**src/rtl/ram16k_arbiter.sv**
```systemverilog
// ram16k_arbiter: shares one single-port ram16k between requester A (CPU) and B (DMA/screen).
// Latency: request seen in IDLE at edge N, RAM access cycle N..N+1, ack pulse cycle N+1..N+2.
// Backpressure: a requester holds req until its ack; the loser of a tie waits (round-robin).
// Ports: clk, rst_n (async, active-low); a_*/b_* request/ack/data per requester;
//        ram_in/ram_address/ram_load drive the ram16k, ram_out is its combinational read data;
//        busy is high while an access or its ack is in progress.
module ram16k_arbiter #(
   parameter int ADDR_W = 14,
   parameter int DATA_W = 16
) (
   input  logic              clk,
   input  logic              rst_n,
   input  logic              a_req,
   input  logic              a_we,
   input  logic [ADDR_W-1:0] a_addr,
   input  logic [DATA_W-1:0] a_wdata,
   output logic              a_ack,
   output logic [DATA_W-1:0] a_rdata,
   input  logic              b_req,
   input  logic              b_we,
   input  logic [ADDR_W-1:0] b_addr,
   input  logic [DATA_W-1:0] b_wdata,
   output logic              b_ack,
   output logic [DATA_W-1:0] b_rdata,
   output logic [DATA_W-1:0] ram_in,
   output logic [ADDR_W-1:0] ram_address,
   output logic              ram_load,
   input  logic [DATA_W-1:0] ram_out,
   output logic              busy
);

   typedef enum logic [1:0] {
      IDLE   = 2'd0,
      ACCESS = 2'd1,
      ACK    = 2'd2
   } state_t;

   // Requester encoding for grant/last_grant: 0 = A, 1 = B.
   localparam logic SEL_A = 1'b0;
   localparam logic SEL_B = 1'b1;

   state_t state, state_nxt;
   logic   grant, grant_nxt;
   logic   last_grant, last_grant_nxt;

   // Granted requester's access fields, muxed once for the RAM drive and capture.
   logic              sel_we;
   logic [ADDR_W-1:0] sel_addr;
   logic [DATA_W-1:0] sel_wdata;

   assign sel_we    = (grant == SEL_B) ? b_we    : a_we;
   assign sel_addr  = (grant == SEL_B) ? b_addr  : a_addr;
   assign sel_wdata = (grant == SEL_B) ? b_wdata : a_wdata;

   // State register plus grant bookkeeping and read-data capture.
   always_ff @(posedge clk or negedge rst_n) begin
      if (!rst_n) begin
         state      <= IDLE;
         grant      <= SEL_A;
         last_grant <= SEL_B;   // A wins the first tie after reset
         a_rdata    <= '0;
         b_rdata    <= '0;
      end else begin
         state      <= state_nxt;
         grant      <= grant_nxt;
         last_grant <= last_grant_nxt;
         // ram_out is the combinational read of the address driven this cycle.
         if (state == ACCESS && !sel_we) begin
            if (grant == SEL_B) b_rdata <= ram_out;
            else                a_rdata <= ram_out;
         end
      end
   end

   // Next-state: arbitration happens only in IDLE; ACCESS and ACK last one cycle each.
   always_comb begin
      state_nxt      = state;
      grant_nxt      = grant;
      last_grant_nxt = last_grant;
      case (state)
         IDLE: begin
            if (a_req && b_req) begin
               // Tie: the side that did not win the previous tie goes now.
               grant_nxt      = ~last_grant;
               last_grant_nxt = ~last_grant;
               state_nxt      = ACCESS;
            end else if (a_req) begin
               grant_nxt = SEL_A;
               state_nxt = ACCESS;
            end else if (b_req) begin
               grant_nxt = SEL_B;
               state_nxt = ACCESS;
            end
         end
         ACCESS:  state_nxt = ACK;
         ACK:     state_nxt = IDLE;
         default: state_nxt = IDLE;
      endcase
   end

   // Outputs decoded from state only, so ram_load cannot glitch on request changes
   // outside ACCESS and drops the instant reset forces IDLE.
   always_comb begin
      ram_in      = '0;
      ram_address = '0;
      ram_load    = 1'b0;
      a_ack       = 1'b0;
      b_ack       = 1'b0;
      busy        = 1'b0;
      case (state)
         ACCESS: begin
            ram_in      = sel_wdata;
            ram_address = sel_addr;
            ram_load    = sel_we;
            busy        = 1'b1;
         end
         ACK: begin
            a_ack = (grant == SEL_A);
            b_ack = (grant == SEL_B);
            busy  = 1'b1;
         end
         default: ;
      endcase
   end

endmodule

```
**config.mk**
```make
export PLATFORM = sky130hd
export DESIGN_NAME = ram16k_arbiter
export DESIGN_NICKNAME = d
export VERILOG_FILES = /design/src/rtl/ram16k_arbiter.sv
export SDC_FILE = /design/constraint.sdc
export NUM_CORES = 1
export LEC_CHECK = 0
export CELL_PAD_IN_SITES_DETAIL_PLACEMENT = 0
export CELL_PAD_IN_SITES_GLOBAL_PLACEMENT = 1
export CORE_UTILIZATION = 27
export DETAILED_ROUTE_END_ITERATION = 7
export GPL_TIMING_DRIVEN = 0
export PLACE_DENSITY = 0.93
export SLEW_MARGIN = 20
export SYNTH_ARGS = -nofsm -noshare
export SYNTH_HDL_FRONTEND = slang
export SYNTH_SLANG_ARGS = --single-unit
```
**constraint.sdc**
```tcl
create_clock -name clk -period 3.46 [get_ports clk]
set_clock_uncertainty 0.1 [all_clocks]
set_input_delay 0.692 -clock clk [delete_from_list [all_inputs] [get_ports clk]]
set_output_delay 0.692 -clock clk [all_outputs]
set_load 0.05 [all_outputs]
```
==> results.py <==
metrics = {
    "floorplan": {
        "die_w_um": 88.5,
        "core_um2": 7250,
        "die_h_um": 88.5,
        "fp-row-count": 31,
        "io_pins": 148,
        "die-area_um2": 7830,
        "start_util_pct": 27.9,
    },
    "clock_tree": {
        "cts_buffers": 5,
        "cts_buffer_depth": 2,
        "htree_levels": 2,
        "post_cts_buffers": 0,
        "numClockSinks": 36,
        "cts_resized": 0,
        "clock_latency_ns": 0.27,
        "root_buffer": "clkbuf_8",
        "clk_pin_slew_ns": 0.07,
        "hold_buffers": 0,
        "cts_tree": "yes",
    },
    "power_and_ir_drop": {
        "power.internal_mw": 1.90,
        "sw_frac_of_total_pct": 50.7,
        "switchingPower_mw": 1.95,
        "irDropWorstVdd_uv": 610,
        "pwr-share-comb_pct": 72.5,
        "powerDensity_nw_per_um2": 1030,
        "pwr-share-clk_pct": 7.8,
        "leakagePower_nw": 1.57,
        "p_seq_share_pct": 19.7,
    },
    "drt": {
        "ant_nets": 0,
        "dr.pass1.iters": 4,
        "wl_um": 5790,
        "vias": 1801,
        "via_per_inst": 4.37,
        "wl_per_cell_um": 14.0,
        "remaining_drc_errors": 0,
        "first_iter_violations": 25,
    },
    "global_routing": {
        "grt_antenna_before_repair": 0,
        "grtUsageTotal_pct": 14.2,
        "met1_usage_pct": 15.7,
        "grt_start_max_net_pins": 23,
        "first_global_vias": 1763,
        "grt-busiest-layer": "met2",
        "use_met3_pct": 5.69,
        "grt_pass1_wl_um": 8490,
        "use_met2_pct": 25.2,
        "gr-total-overflow": 0,
    },
    "critical_path": {
        "reg2reg_depth": 5,
        "startpoint": "state[1]",
        "path_class": "flop to output pin",
        "crit_slowest_cell": "clkdlybuf4s50_1",
        "start_kind": "flop",
        "arrival_ns": 2.39,
        "r2r_start": "state[1]",
        "worstPathMaxFanout": 10,
        "worstPathRequired_ns": 2.67,
        "rrSetupSlack_ns": 1.42,
        "cp_cell_sequence": "inv_1 > ha_1 > clkbuf_1 > nor2b_1 > clkdlybuf4s50_1",
        "max_stage_delay_ns": 0.82,
        "worstSetupEndpointType": "output pin",
        "r2r_end": "a_rdata[7]",
    },
    "placed_design": {
        "post-dp-hpwl_um": 4740,
        "portBuffers": 147,
        "gp_congestion": 0.744,
    },
    "sta": {
        "finalHoldViolations": 0,
        "worst-slew-pin-transition_ns": 0.532,
        "timing.hold.ws_ns": 0.223,
        "fin_crit_ns": 3.19,
        "fmax_ghz": 0.314,
        "period_share_pct": 92.1,
        "drv_slew": 0,
        "tns_ns": 0,
        "setup_viol": 0,
        "slew_headroom_pct": 64.4,
        "rsz0062_at_grt": "no",
    },
    "yosys": {
        "yosys-top-cells-count": "dfrtp_1 (35), nor2b_1 (32), mux2i_1 (31)",
        "yosys_warnings": 0,
        "yosysTopAreaCell": "dfrtp_1",
        "avgSynthCellArea_um2": 12.9,
        "yosysMostFrequentCell": "dfrtp_1",
        "async_flop_share_pct": 100,
        "syn-cell-area_um2": 2020,
        "synth-main-ff-cell": "dfrtp_1",
        "synth_top_area_share_pct": 43.3,
        "syn_inst": 157,
        "synth_edf_count": 0,
        "synth_seq_cells": 36,
        "ys_seq_area_share_pct": 44.6,
        "synthTopCellsByArea": "dfrtp_1 (43%), mux2i_1 (15%), mux2_2 (13%)",
        "synth_cell_type_count": 21,
        "synth_nets": 243,
    },
    "layout": {
        "layout-drive-gt1-share_pct": 16.0,
        "nets": 398,
        "diodes": 0,
        "area_growth_pct": 84.5,
    },
    "status": {
        "status": "finished, final reports clean",
    },
    "hold_path": {
        "hold_class": "input port to async pin",
    },
    "run": {
        "drv_cap": 0,
    },
}
metrics by stage:
stage	utilization [%]	area, um2	std cells	setup WS, ns	total power, mW
detailed placement	50.2	3640	404	0.390	3.57
floorplan	-	2020	157	1.02	2.66
global placement	49.9	3620	403	0.388	3.54
finish	51.4	3730	412	0.274	3.85
CTS	51.4	3730	412	0.203	3.90
global route	51.4	3730	412	0.0912	4.03
layer usage:
metal	wire length, um	vias to the layer above
met3	712	4
li1	-	851
met2	2830	98
met4	24	0
met5	0	-
met1	2220	848
critical path, delay by kind of cell (launching register included):
kind	cells	cell delay [ns]
buffers and inverters	3	1.23
DFF	1	0.40
and+or+nand+nor	1	0.21
adders and majority gates	1	0.29
power by group through the flow:
stage,sequential (mW),combinational [mW],clock (mW)
5_1_grt,0.786,2.92,0.328
4_1_cts,0.760,2.82,0.316
2_1_floorplan,1.42,1.24,0
3_3_place_gp,0.751,2.79,0
6_report,0.757,2.79,0.300
3_5_place_dp,0.762,2.81,0
state kept, by name, summed over array words and instances, names as in the netlist:
signal      flops
a_rdata        16
b_rdata        16
last_grant      1
state           2
grant           1
area by class of cell:
type | instances | area [um2]
inverters | 2 | 7.51
repair buffers | 148 | 1490
multi-input cells | 110 | 1050
plain buffers | 9 | 57.6
well taps | 99 | 124
flip-flops and latches | 36 | 902
clock buffers | 8 | 90.1
fillers | 662 | 3520
layout by cell type (no fill, tap or decap):
master	count
nand2_1	2
nor3b_1	1
buf_2	5
inv_1	2
clkbuf_8	6
ha_1	4
nor2b_1	32
buf_16	1
mux2_2	23
buf_6	1
and2_1	1
dfstp_2	1
buf_8	1
mux2_4	10
o31a_1	1
clkbuf_1	5
nand3b_2	1
nor3b_4	1
a32o_1	1
clkdlybuf4s50_1	146
mux2i_1	31
xnor2_1	1
nand3_1	1
dfrtp_1	35
logic make-up (layout without fill, tap and decap cells):
group                    after synthesis  count (layout)  synth area share [%]
buffers and inverters                 11             167                  3.22
multiplexers                          64              64                  35.6
AO/OA/AOI/OAI                          2               2                 0.929
XOR/XNOR                               1               1                 0.434
AND/OR/NAND/NOR                       39              39                  12.7
flip-flops                            36              36                  44.6
adder cells (fa/ha/maj)                4               4                  2.48
worst max-delay path by stage:
stage               slack [ns]              to
CTS                       0.20  ram_address[0]
global placement          0.39        ram_load
floorplan                 1.02  ram_address[0]
finish                    0.27  ram_address[0]
detailed placement        0.39        ram_load
global route              0.09       ram_in[3]
Note: power is estimated with default switching activity, not from simulation.
==> RTL change (config.mk and constraints unchanged) <==
Reset style: synchronous (`rst_n`), changed in one clocked block. Comments in the files are not updated.
--- a/src/rtl/ram16k_arbiter.sv
+++ b/src/rtl/ram16k_arbiter.sv
@@ -53,7 +53,7 @@
    assign sel_wdata = (grant == SEL_B) ? b_wdata : a_wdata;
 
    // State register plus grant bookkeeping and read-data capture.
-   always_ff @(posedge clk or negedge rst_n) begin
+   always_ff @(posedge clk) begin
       if (!rst_n) begin
          state      <= IDLE;
          grant      <= SEL_A;
Check against the original RTL: differs if rst_n is asserted again (counterexample within 4 cycles, from zero or initial values and one cycle with rst_n low); with rst_n held inactive, the same outputs for 10 cycles.
==> RTL change against the unedited design <==
Sequential share of layout area shrank 4.3 points; die area shrank 3.1%; sequential cell count is the same; design area shrank 2.6%; worst setup slack gained 0.069 ns; synthesized area shrank 3.2%; via count grew 16%; routed wire length grew 9.2%; count of clock-buffer cells in the layout shrank 2; critical endpoint is now ram_in[7].
Power is left out: it rests on default switching activity, and per cell area and clock period it moved more than threefold.
==> RTL change: results (changes against the unedited design) <==
Status
  – Status: finished, final reports clean

Clocking
  – Reg clk slew, reported paths: 0.07 ns (about the same)
  – # resized after CTS: 0 (unchanged)
  – Worst-Skew Late Latency: 0.28 ns
  – Root Buffer: clkbuf_8
  – Post-CTS setup buffers: 0 (unchanged)
  – Number of clock buffers inserted by TritonCTS: 5 (unchanged)
  – H-tree levels: 2 (unchanged)
  – CTS max path bufs: 2 (unchanged)

Synthesis
  – Fraction of registers with async set/reset: 0% (-100 points)
  – Syn Nets: 306 (+26%)
  – Synth top area cells: dfxtp_1 (37%), mux2i_1 (16%), nor2b_1 (11%)
  – Post-synth top cells: dfxtp_1 (36), nor2b_1 (33), mux2i_1 (31), nand3_1 (29), nand2_1 (20)
  – Ys Warns: 0 (unchanged)
  – Part of the Yosys area used for sequential elements: 36.8% (-7.8 points)
  – Mapped Cells: 220 (+40%)
  – Synth cell types: 23 (+9.5%)

GRT
  – GR Layer Usage met2: 28.8% (+3.6 points)
  – Met3 Resource Use GR: 5.12% (-0.57 points)
  – Met1 Use GR: 17.5% (+1.8 points)
  – Overall Global Routing Usage: 15.8% (+1.6 points)
  – Largest net degree at the start of global routing: 12 (-48%)
  – First-pass GRT wire length: 9350 um (+10%)
  – Initial antenna violation count: 0 (unchanged)
  – Vias in the first global route: 1973 (+12%)

Place
  – PortBufs: 146 (-0.68%)
  – Detailed Place HPWL: 5020 um (+5.8%)
  – Final Wtd Congestion: 0.730 (-1.9%)

Drt
  – Total wire length: 6320 um (+9.2%)
  – Initial DRC Count: 71 (+180%)
  – Pre-antenna DRT Iters: 4 (unchanged)
  – Via Count: 2097 (+16%)

Final layout
  – Fill cells: 677 (+2.3%)
  – Proportion of layout cells with a drive suffix above 1: 10.2% (-5.8 points)
  – Largest regs: a_rdata x16, b_rdata x16, state x2
  – Final non-filler cell total: 470 (+14%)
  – Nets: 459 (+15%)
  – Antenna cell count: 0 (unchanged)

Hold path
  – Hold Path Class: reg -> reg
  – Hold path startpoint: a_rdata[9]

Critical path
  – CP startpoint kind: flip-flop
  – Reg2reg start: state[1]
  – Worst Path Arrival: 2.33 ns (-0.06 ns)
  – Peak fanout along the critical path: 10 (unchanged)

STA
  – Relative slew slack: 64.1% (-0.33 points)

Run
  – Max Cap Viol: 0 (unchanged)
## RTL change: changes by cell type after synthesis, sizes merged, moves of 5 or more
| cell | delta |
|---|---|
| clkbuf | +6 |
| o21ai | +32 |
| buf | +5 |
| mux2 | -33 |
| dfrtp | -35 |
| nand3 | +32 |
| nand2 | +18 |
| dfxtp | +36 |
## RTL change: metal layers
layer | routed length [um] | vias up
met5 | 0 | -
met4 | 45 | 0
met3 | 642 | 5
met2 | 3100 | 89
met1 | 2530 | 942
li1 | - | 1061
## RTL change: through the flow
stage	area, um2	setup slack [ns]
6_report	3630	0.343
5_1_grt	3630	0.154
4_1_cts	3630	0.295
3_5_place_dp	3540	0.481
3_3_place_gp	3540	0.479
2_1_floorplan	1960	1.12
## RTL change: final timing paths
path	depth (start not counted)	slack, ns	to
setup / recovery	5	0.34	ram_in[7]
hold / removal	2	0.36	a_rdata[9]
setup reg to reg	6	1.67	b_rdata[9]
hold reg to reg	2	0.36	a_rdata[9]
## RTL change: area by class of cell
cell class / instances / share of cell area, %
tap: 96 / 3.31
inverter: 2 / 0.207
clock buffer: 6 / 2.27
multi-input combinational: 162 / 30.8
buffer: 20 / 3.07
timing repair buffer: 146 / 40.2
sequential: 36 / 19.8
clock inverter: 2 / 0.276
## RTL change: cell families after synthesis
group,Yosys count,share of synthesized area [%]
buffers and inverters,22,6.07
adders and majority gates,4,2.56
xor gates and xnor gates,1,0.448
AOI/OAI and AO/OA,35,12.7
DFF,36,36.8
muxes,31,15.9
and+or+nand+nor,91,25.6
## RTL change: worst max-delay path: stages (launching register included)
cell and delay, ns:
dfxtp_1 0.33, inv_1 0.10, ha_1 0.28, clkbuf_1 0.32, nor2b_1 0.18, clkdlybuf4s50_1 0.82
